File: src/rtl/return_address_stack_pkg.sv
// -----------------------------------------------------------------------------
// return_address_stack_pkg
// Shared definitions for the return address stack:
//   - default WIDTH / DEPTH / STEP
//   - count-width expression (enough bits to hold the value DEPTH)
//   - occupancy FSM encoding (EMPTY / PARTIAL / FULL)
// -----------------------------------------------------------------------------
package return_address_stack_pkg;

    localparam int RAS_DEF_WIDTH = 64;
    localparam int RAS_DEF_DEPTH = 8;
    localparam int RAS_DEF_STEP  = 4;

    // count must be able to represent DEPTH itself, hence the extra bit
    function automatic int ras_count_width(input int depth);
        return $clog2(depth) + 1;
    endfunction

    typedef enum logic [1:0] {
        RAS_EMPTY   = 2'b00,
        RAS_PARTIAL = 2'b01,
        RAS_FULL    = 2'b10
    } ras_state_e;

endpackage

File: src/rtl/nbit_CLA_full_adder.sv
// -----------------------------------------------------------------------------
// nbit_CLA_full_adder
// WIDTH-bit carry-lookahead adder built from 4-bit lookahead groups; group
// carries are resolved from group generate/propagate terms.
// Ports:
//   a, b  [WIDTH-1:0]  operands
//   cin               carry in
//   sum   [WIDTH-1:0]  a + b + cin (truncated)
//   cout              carry out of bit WIDTH-1
// -----------------------------------------------------------------------------
module nbit_CLA_full_adder #(
    parameter int WIDTH = 64
) (
    input  logic [WIDTH-1:0] a,
    input  logic [WIDTH-1:0] b,
    input  logic             cin,
    output logic [WIDTH-1:0] sum,
    output logic             cout
);

    localparam int NG = (WIDTH + 3) / 4;
    localparam int PW = NG * 4;

    logic [PW-1:0] a_pad;
    logic [PW-1:0] b_pad;
    logic [PW-1:0] sum_pad;
    logic [NG-1:0] grp_g;
    logic [NG-1:0] grp_p;
    logic [NG:0]   grp_c;

    // Pad bits are forced to propagate (a=1, b=0) so the final group carry
    // equals the carry out of the real top bit for any WIDTH.
    always_comb begin
        a_pad = '1;
        b_pad = '0;
        a_pad[WIDTH-1:0] = a;
        b_pad[WIDTH-1:0] = b;
    end

    genvar gi;
    generate
        for (gi = 0; gi < NG; gi++) begin : g_grp
            localparam int B = gi * 4;
            logic [3:0] g;
            logic [3:0] p;
            logic [4:0] c;

            assign g = a_pad[B+3:B] & b_pad[B+3:B];
            assign p = a_pad[B+3:B] ^ b_pad[B+3:B];

            assign grp_g[gi] = g[3] | (p[3] & g[2]) | (p[3] & p[2] & g[1])
                             | (p[3] & p[2] & p[1] & g[0]);
            assign grp_p[gi] = &p;

            assign c[0] = grp_c[gi];
            assign c[1] = g[0] | (p[0] & c[0]);
            assign c[2] = g[1] | (p[1] & g[0]) | (p[1] & p[0] & c[0]);
            assign c[3] = g[2] | (p[2] & g[1]) | (p[2] & p[1] & g[0])
                        | (p[2] & p[1] & p[0] & c[0]);
            assign c[4] = grp_g[gi] | (grp_p[gi] & c[0]);

            assign sum_pad[B+3:B] = p ^ c[3:0];
        end
    endgenerate

    // Group carry chain: depends only on group G/P terms, never on sums.
    always_comb begin
        grp_c[0] = cin;
        for (int k = 0; k < NG; k++) begin
            grp_c[k+1] = grp_g[k] | (grp_p[k] & grp_c[k]);
        end
    end

    assign sum  = sum_pad[WIDTH-1:0];
    assign cout = grp_c[NG];

endmodule

File: src/rtl/ras_ret_addr.sv
// -----------------------------------------------------------------------------
// ras_ret_addr
// Forms the return address ra = push_pc + STEP (carry discarded) with the
// shared CLA adder.
// Ports:
//   push_pc [WIDTH-1:0]  PC of the call instruction
//   ra      [WIDTH-1:0]  return address
// -----------------------------------------------------------------------------
module ras_ret_addr #(
    parameter int WIDTH = 64,
    parameter int STEP  = 4
) (
    input  logic [WIDTH-1:0] push_pc,
    output logic [WIDTH-1:0] ra
);

    localparam logic [WIDTH-1:0] STEP_VEC = WIDTH'(STEP);

    logic carry_unused;

    nbit_CLA_full_adder #(
        .WIDTH(WIDTH)
    ) u_add (
        .a    (push_pc),
        .b    (STEP_VEC),
        .cin  (1'b0),
        .sum  (ra),
        .cout (carry_unused)
    );

endmodule

File: src/rtl/return_address_stack.sv
// -----------------------------------------------------------------------------
// return_address_stack
// LIFO of return addresses for the fetch stage. A call pushes push_pc+STEP,
// a return pops; push+pop together replaces the top (tail call).
// Optional macro RAS_WRAP_EN: a push on a full stack overwrites the oldest
// entry (circular). Without it such a push is dropped. Either way overflow
// is set.
// Ports:
//   clk, reset          clock, synchronous active-high reset
//   push, push_pc       call request and PC of the call
//   pop                 return request
//   top_addr            top-of-stack address (0 when empty)
//   top_valid           stack non-empty
//   count               number of valid entries
//   full                count == DEPTH
//   overflow/underflow  sticky error flags, cleared only by reset
// -----------------------------------------------------------------------------
module return_address_stack
    import return_address_stack_pkg::*;
#(
    parameter int WIDTH = RAS_DEF_WIDTH,
    parameter int DEPTH = RAS_DEF_DEPTH,
    parameter int STEP  = RAS_DEF_STEP
) (
    input  logic                                clk,
    input  logic                                reset,
    input  logic                                push,
    input  logic [WIDTH-1:0]                    push_pc,
    input  logic                                pop,
    output logic [WIDTH-1:0]                    top_addr,
    output logic                                top_valid,
    output logic [ras_count_width(DEPTH)-1:0]   count,
    output logic                                full,
    output logic                                overflow,
    output logic                                underflow
);

    localparam int CW = ras_count_width(DEPTH);
    localparam int PW = $clog2(DEPTH);
    localparam logic [CW-1:0] DEPTH_C = CW'(DEPTH);
    localparam logic [CW-1:0] ONE_C   = CW'(1);

    logic [WIDTH-1:0] entry_reg [DEPTH];
    logic [PW-1:0]    tp_reg;
    logic [CW-1:0]    count_reg;
    ras_state_e       state_reg;
    logic             overflow_reg;
    logic             underflow_reg;

    logic [WIDTH-1:0] ra;
    logic [PW-1:0]    tp_inc;
    logic [PW-1:0]    tp_dec;

    ras_ret_addr #(
        .WIDTH(WIDTH),
        .STEP (STEP)
    ) u_ret_addr (
        .push_pc(push_pc),
        .ra     (ra)
    );

    // Pointer arithmetic wraps naturally mod DEPTH (power of two)
    assign tp_inc = tp_reg + 1'b1;
    assign tp_dec = tp_reg - 1'b1;

    always_ff @(posedge clk) begin
        if (reset) begin
            tp_reg        <= '0;
            count_reg     <= '0;
            state_reg     <= RAS_EMPTY;
            overflow_reg  <= 1'b0;
            underflow_reg <= 1'b0;
            for (int i = 0; i < DEPTH; i++) begin
                entry_reg[i] <= '0;
            end
        end else if (push && pop && (count_reg != '0)) begin
            // tail call: swap the top in place
            entry_reg[tp_reg] <= ra;
        end else if (push) begin
            // also covers push+pop on an empty stack (plain push)
            if (count_reg != DEPTH_C) begin
                tp_reg            <= tp_inc;
                entry_reg[tp_inc] <= ra;
                count_reg         <= count_reg + ONE_C;
                state_reg         <= (count_reg == DEPTH_C - ONE_C) ? RAS_FULL : RAS_PARTIAL;
            end else begin
                overflow_reg <= 1'b1;
`ifdef RAS_WRAP_EN
                // the slot after the top is the oldest entry when full
                tp_reg            <= tp_inc;
                entry_reg[tp_inc] <= ra;
`endif
            end
        end else if (pop) begin
            if (count_reg != '0) begin
                tp_reg    <= tp_dec;
                count_reg <= count_reg - ONE_C;
                state_reg <= (count_reg == ONE_C) ? RAS_EMPTY : RAS_PARTIAL;
            end else begin
                underflow_reg <= 1'b1;
            end
        end
    end

    assign top_addr  = (state_reg == RAS_EMPTY) ? '0 : entry_reg[tp_reg];
    assign top_valid = (state_reg != RAS_EMPTY);
    assign full      = (state_reg == RAS_FULL);
    assign count     = count_reg;
    assign overflow  = overflow_reg;
    assign underflow = underflow_reg;

endmodule

File: config.mk
export PLATFORM = sky130hd
export DESIGN_NAME = return_address_stack
export DESIGN_NICKNAME = d
export VERILOG_FILES = /design/src/rtl/return_address_stack_pkg.sv /design/src/rtl/nbit_CLA_full_adder.sv /design/src/rtl/ras_ret_addr.sv /design/src/rtl/return_address_stack.sv
export SDC_FILE = /design/constraint.sdc
export NUM_CORES = 1
export LEC_CHECK = 0
export CELL_PAD_IN_SITES_DETAIL_PLACEMENT = 1
export CELL_PAD_IN_SITES_GLOBAL_PLACEMENT = 1
export CORE_UTILIZATION = 40
export DETAILED_ROUTE_END_ITERATION = 7
export HOLD_SLACK_MARGIN = 0.08
export PLACE_DENSITY = 0.67
export SYNTH_ARGS = -nofsm -noshare
export SYNTH_HDL_FRONTEND = slang
export SYNTH_HIERARCHICAL = 1
export SYNTH_SLANG_ARGS = --single-unit
File: constraint.sdc
create_clock -name clk -period 13.5 [get_ports clk]
set_input_delay 4.05 -clock clk [delete_from_list [all_inputs] [get_ports clk]]
set_output_delay 4.05 -clock clk [all_outputs]
set_load 0.005 [all_outputs]
# == Yosys cells after proc, flatten, opt, wreduce, memory -nomap -nowiden ==
# Memories as Yosys holds them, arrays and structs flattened. A register that Yosys moved wholly into a read port is not among the register bits.
# Index checks and enable logic that the tools add are counted.
# op_classes
muxes,33
addsub,4
bitwise_logic,126
n_eq_ne,5
n_reduce_logical,26
# ops
cell,n
64-bit two-way mux,3
64-bit OR reduction,2
1-bit AND,105
4-bit AND reduction,16
4-bit XOR,16
3-bit two-way mux,8
4-bit two-way mux,4
1-bit two-way mux,13
2-bit two-way mux,5
2-bit nonzero test,3
1-bit inverter,5
"4-bit by 1-bit adder with 4-bit output, second input constant",1
"4-bit by 1-bit == test with 1-bit output, second input constant",1
"4-bit by 3-bit == test with 1-bit output, second input constant",1
"4-bit inequality test, second input constant",1
4-bit nonzero test,1
"4-bit by 1-bit subtractor with 4-bit output, second input constant",1
"3-bit by 1-bit adder with 3-bit output, second input constant",1
3-bit AND reduction,1
"3-bit by 1-bit subtractor with 3-bit output, second input constant",1
"2-bit == test, second input constant",1
1-bit logical AND,2
2-bit zero test,1
"2-bit by 1-bit inequality test with 1-bit output, second input constant",1
# word_totals
ram_bits,512
inputBits,68
out_inout_bits,72
n_memories,1
wordCells,200
reg_bits,11
# memory_table
memory,words,width,rd,rd_ports_with_merged_regs,write_ports,line,source
entry_reg,8,64,1,1,8,return_address_stack.sv:43,logic [WIDTH-1:0] entry_reg [DEPTH];

# == Logic depth before layout (Yosys ltp) ==
# Gate-level depths: netlist of run 1.
# logic_depth
word_depth,19
depth_mapped,13

# == Cells and area by module ==
# The synthesis of run 1 kept the hierarchy.
# by_module_without_submodules
module,area_per_inst_um2,cells_each,seq_area_each_um2,instances
return_address_stack,24170.7,1593,15655.0,1
nbit_CLA_full_adder,2886.5,358,0.0,1
ras_ret_addr,7.5,2,0.0,1

# == Worst setup path after synthesis of run 1 ==
# No wires, ideal clock.
# synth_timing
kind,in2reg
start,input pop
end,"memory entry_reg[1][0], enable pin"
cell_stages,7
n_path_buf,3
required_time_ns,13.001
slack_ns,4.958
arrival_ns,8.043
path_cell_list,buf_2 > inv_1 > o21ai_1 > nand2_1 > buf_2 > buf_2 > o21bai_1
# synth_rtl
element,line,source
start: declaration,return_address_stack.sv:29,"input logic pop,"
end: declaration,return_address_stack.sv:43,

==> results of run 1 <==
==> stage by stage <==
stage | cell area, um^2 | setup WS [ps] | util, % | total power (W) | cells
after floorplan | 27400 | 4960 | - | 0.00323 | 2031
after global placement | 29400 | 4560 | 44.3 | 0.00369 | 2935
after detailed placement | 29400 | 4440 | 44.3 | 0.00373 | 2935
after CTS | 31200 | 5080 | 47.0 | 0.00523 | 3039
after global routing | 31200 | 4880 | 47.0 | 0.00539 | 3039
final | 31200 | 5070 | 47.0 | 0.00518 | 3039
==> worst paths after layout <==
kind | from | endpoint
setup reg to reg | count[0] | entry_reg[0][29]
setup / recovery | push | entry_reg[0][29]
hold reg to reg | overflow | overflow
hold / removal | overflow | overflow
==> cell type report <==
type	count	share of cell area, %
multi-input combinational	1349	35.1
clock buffer	71	4.82
tap	864	3.47
clock inverter	33	0.811
inverter	26	0.313
timing repair buffer	170	5.21
sequential	526	50.3
==> cells in the final DEF (no fill, tap or decap), types with 30 or more instances in the layout <==
cell,n
a21oi_1,45
buf_4,31
clkbuf_16,58
clkdlybuf4s50_1,139
conb_1,82
edfxtp_1,512
ha_1,69
mux2i_1,66
mux4_2,128
nand2_1,93
nor2_1,477
nor3b_1,30
nor3b_2,99
==> worst max-delay path, delay by kind of cell <==
family | cells | cell delay, ps
compound gates | 1 | 490
buf+inv | 5 | 3280
simple gates | 2 | 710
==> layer usage <==
layer  GRT usage (%)  vias up
li1                -     7529
met1            29.3     8906
met2            39.1      468
met3            3.44       79
met4            5.14        0
met5               0        -
==> power groups by stage <==
stage          registers (W)  logic, W  clock network (W)
2_1_floorplan        0.00211   0.00111                  0
5_1_grt              0.00217   0.00164            0.00158
4_1_cts              0.00215   0.00155            0.00152
6_report             0.00215   0.00155            0.00149
3_5_place_dp         0.00218   0.00155                  0
3_3_place_gp         0.00217   0.00152                  0
==> run summary, run 1 <==
The flow ran to the end, and the final reports show no timing, DRC or antenna violations. The reg-to-reg setup timing slack is 9400 ps. The first global-routing pass estimated 113 mm of wire. The worst setup path is captured at a flop. The total die area came out at 68700 um^2. The maximum fanout count along the critical path is 54. The cell count after synthesis is 1951. The number of nets with antenna violations after detailed routing is 0. The share of total power dissipated in combinational logic is 29.8%. The maximum operating frequency is 119 MHz. The average via count per standard cell is 5.59. The maximum buffer depth of the clock tree is 3.

The number of warnings reported in the yosys synthesis log is 6. The number of port buffers came out at 139. The area taken by flip-flops and latches is 15700 um^2. The number of nets at the end of the flow came out at 2283. The area taken by multi-input logic gates came out at 10900 um^2. The number of max-slew violations in the final report is 0. Along the worst hold path, the cell count comes to 1.

The part of the cycle the worst path needs is 62.4%. The number of clock sinks came out at 526. The worst setup path is of the in2reg kind. The minimum period implied by the final worst setup slack is 8430 ps. The share of final-layout standard cells stronger than drive strength 1 came out at 17.6%. The via count of the first global-routing pass was 18300. The floorplan step set the die width to 262 um. The peak supply drop came out at 112 uV. After clock tree synthesis, the flow added hold-fix buffers numbering 0.

The leakage power total is 10.6 nW. The sort of element at the start of the critical path is an input port. The routed length on met3 is 4.31 mm. Post-CTS repair changed the size of 0 cells.

The clock-pin transition on the worst setup and hold timing paths came out at 60 ps. The count of endpoints failing hold in the final timing report is 0. The fraction of power consumed by the clock network is 28.8%. The min-delay analysis places its worst path in the category reg2reg. The first detailed-routing pass took 5 iterations. The power density normalized to cell area is 166 nW/um^2. The number of antenna violations at the first check in global routing is 1. The signal on the critical path passes through clkdlybuf4s50_1, clkinv_1, nor2_4, buf_4, buf_4, nand2_4, o21bai_4, buf_4. The starting density of the core came out at 40.8%.

The switching power total came out at 0.00174 W. In this run, CTS created clock tree buffers numbering 57. TritonCTS built the clock tree. CTS placed an instance of clkbuf_16 at the clock tree root. The flip-flop count of the largest register after layout came out at 512. In the detailed route, the total length drawn on met2 is 38.5 mm. The count of inserted antenna diode cells is 0. The detailed-route DRC error count came out at 0.

The internal portion of the total power is 0.00344 W. In this run the post-CTS setup repair buffer count came out at 0. Data arrives at the worst endpoint at 8640 ps. The worst hold slack across all endpoints is 490 ps. The top layer used by detailed routing is met4.

The total global-route track usage is 22.4%. The routed design has 75.9 mm of wire. The peak per-stage delay on the critical path came out at 840 ps.

The actual slew at the worst max-slew pin is 1140 ps. The H-tree depth reported by CTS is 2. The routed length per instance came out at 25.0 um. The per-instance average area after synthesis is 13.9 um^2.

STA puts the critical path data required time at 13710 ps. In this run the count of I/O pins placed on the die edge is 140. Setup repair after global routing left no endpoint under its margin. The tool flagged a number of max-cap violations equal to 0.

The largest individual stage delay along the critical path comes from the cell buf_4. Global routing finished with a remaining overflow of 0. The detailed router's first-iteration violation count is 1029.

The layout-stage area growth over the synthesis result came out at 15.2%. The cell area after synthesis came out at 27100 um^2. The placed wire-length estimate is 44.0 mm. Entering global routing, the biggest net connects 65 pins.

The die height came out at 262 um. The number of setup violations in the final report is 0. The core region is 66300 um^2.

The final total negative setup slack came out at 0 ps. The worst-case reg-to-reg path depth is 7. The post-route clock skew is 39.2 ps. The insertion delay to the later sink of the worst-skew pair came out at 620 ps. The net switching fraction of the power is 33.6%. After detailed routing, the wire length on met1 is 31.7 mm.

By instance count, the cell type seen most on the critical path is buf_4. Measured against its own limit, the worst slew margin works out to 23.8%. The final-layout fill cell count is 6751.

The congestion estimate from routability-driven global placement came to 0.773. The standard-cell row count came out at 94. Registers are responsible for 41.4% of the overall power. The vias after detailed routing is 17000.
(Power assumes the default switching activity.)
==> inputs of run 2 (changes only) <==
==> constraint.sdc (replaced) <==
create_clock -name clk -period 8.2 [get_ports clk]
set_input_delay 2.46 -clock clk [delete_from_list [all_inputs] [get_ports clk]]
set_output_delay 2.46 -clock clk [all_outputs]
set_load 0.005 [all_outputs]
==> run summary, run 2 (synthesis gave the netlist of run 1 again) <==
The clock-pin transition on the worst setup and hold timing paths came out at 60 ps (about the same). The starting density of the core is 40.8% (unchanged). Setup repair after global routing left no endpoint under its margin. The library cell used most frequently in the layout, excluding fill and tap cells, is edfxtp_1. The number of top-level design ports came to 140 (unchanged). The horizontal die dimension is 262 um (unchanged). The routed length per instance came out at 25.1 um (+0.43%). In the layout the commonest cells are edfxtp_1, nor2_1, clkdlybuf4s50_1, mux4_2, nor3b_2. The total global-route track usage was 22.6% (+0.26 points).

The number of clock sinks is 526 (unchanged). The count of endpoints failing hold in the final timing report is 0 (unchanged). The insertion delay to the later sink of the worst-skew pair is 630 ps (about the same). The final total negative setup slack is 0 ps (unchanged). The number of setup violations in the final report was 0 (unchanged).

The post-route clock skew is 24.3 ps (-14.9 ps). The flip-flop count of the largest register after layout came out at 512 (unchanged). The power density normalized to cell area is 274 nW/um^2 (+65%). The actual slew at the worst max-slew pin came out at 1130 ps (-9.72 ps). The worst hold slack across all endpoints came out at 480 ps (-10.0 ps). The routed wire length is 76.3 mm (+0.53%). The run finished with clean final reports. The die height was 262 um (unchanged).

The peak per-stage delay on the critical path came out at 940 ps (+100 ps). The maximum fanout count along the critical path is 53 (-1.9%). The kind of cell with the highest combined delay along the critical path is buffers and inverters. The sort of element at the start of the critical path is a flop.

The signal on the critical path passes through buf_4, mux4_2, mux2i_1, nor2_1, clkdlybuf4s50_1. The CTS buffer count is 57 (unchanged). The reported max-cap violation count is 0 (unchanged). The path class of the tightest hold or removal check is reg2reg. The maximum number of pins on one net before global-route repair came to 69 (+6.2%). The placed wire-length estimate came out at 44.3 mm (+0.63%). For the finished layout, the period the worst path requires is 6110 ps. The part of the cycle the worst path needs came out at 74.5%. The maximum buffer depth of the clock tree is 3 (unchanged). The number of port buffers came out at 139 (unchanged).

The leakage power total is 10.7 nW (+0.97%). The wire length of the first global-routing pass was 114 mm (+0.99%). The number of nets with antenna violations after detailed routing is 0 (unchanged). The number of antenna violations at the first check in global routing came to 0 (-1). The share of final-layout standard cells stronger than drive strength 1 came out at 17.6% (-0.024 points).

The via count of the first global-routing pass is 18400 (+0.86%). The total power came to 0.00862 W (+66%). The first-pass iteration count of the detailed router came out at 5 (unchanged). The detailed router's first-iteration violation count came out at 1190 (+16%). The total die area came to 68700 um^2 (unchanged). The number of hold buffers added after CTS came to 0 (unchanged).

The clock root buffer master is clkbuf_16. The data arrival time of the critical path is 3650 ps (-4990 ps). The count of inserted antenna diode cells was 0 (unchanged). The global placement routability congestion came out at 0.774 (+0.14%).

The critical path buffer and inverter count was 2 (-3). The post-CTS repair timing setup buffer count is 0 (unchanged). The final-layout fill cell count is 6706 (-0.67%). The critical path is of the reg2out type.

The minimum setup slack in the final design came to 2090 ps (-2980 ps). The number of max-slew violations in the final report came out at 0 (unchanged). The detailed-route DRC error count is 0 (unchanged). The number of nets at the end of the flow came out at 2291 (+0.35%). The vias after detailed routing came out at 17100 (+0.59%). The sum of overflow across all layers after global routing was 0 (unchanged). The layout-stage area growth over the synthesis result is 16.1%. The required time of the critical path came out at 5740 ps (-7970 ps). The headroom to the max-slew limit came to 24.5% (+0.65 points). The average via count per standard cell is 5.62 (+0.49%). The slowest stage cell on the critical path is dfxtp_4. The share of the core filled with cells is 47.3% (+0.37 points).

STA classifies the critical path endpoint as an output pin. The setup slack after placement was 1650 ps (-2790 ps). The CTS tree is done.

The H-tree depth reported by CTS came to 2 (unchanged). The peak supply drop came out at 261 uV (+130%). The standard-cell row count is 94 (unchanged). The area of the core came to 66300 um^2 (unchanged).

The number of instances resized during post-cts repair came to 0 (unchanged). The maximum operating frequency came out at 164 MHz.
==> run 2: path summary, 6_finish.rpt <==
path	startpoint	endpoint	slack, ps	cells past startpoint
max	flop	top_addr[4]	2090	5
max reg2reg	count[0]	entry_reg[1][15]	4170	7
min	underflow	underflow	480	2
min reg2reg	underflow	underflow	480	2
==> run 2: where the power goes <==
group | internal, W | switching, W | leakage [nW]
clock network | 0.00140 | 0.00107 | 0.857
registers | 0.00334 | 0.000156 | 5.43
logic | 0.000963 | 0.00168 | 4.36
total | 0.00571 | 0.00291 | 10.7
==> run 2: layout make-up <==
type                    count  area (um^2)  area share, %
clock inverters            27          278          0.885
inverters                  26         97.6          0.311
clock buffers              72         1480           4.72
multi-input cells        1349        10900           34.8
flip-flops and latches    526        15700           49.9
well taps                 864         1080           3.44
repair buffers            178         1860           5.92
==> run 2: metal layers <==
layer	global-route usage [%]	routed length, um	up-vias
met5	0	0	-
met4	5.73	1550	0
met3	2.43	3160	99
met2	40.3	39400	390
met1	29.4	32200	9057
li1	-	-	7536
==> run 2: worst register-to-register path, cell delays in order, from the launching register on <==
cell and delay, ps:
dfxtp_1 440, inv_1 120, ha_1 250, nor3b_2 220, o21ai_1 630, nand2_4 650
o21bai_4 1020, buf_4 380
==> run 2: metrics by stage <==
stage                     cell area [um^2]  cells
after detailed placement             29600   2943
final                                31400   3042
after global placement               29600   2943
after global routing                 31400   3042
after CTS                            31400   3042
after floorplan                      27400   2031
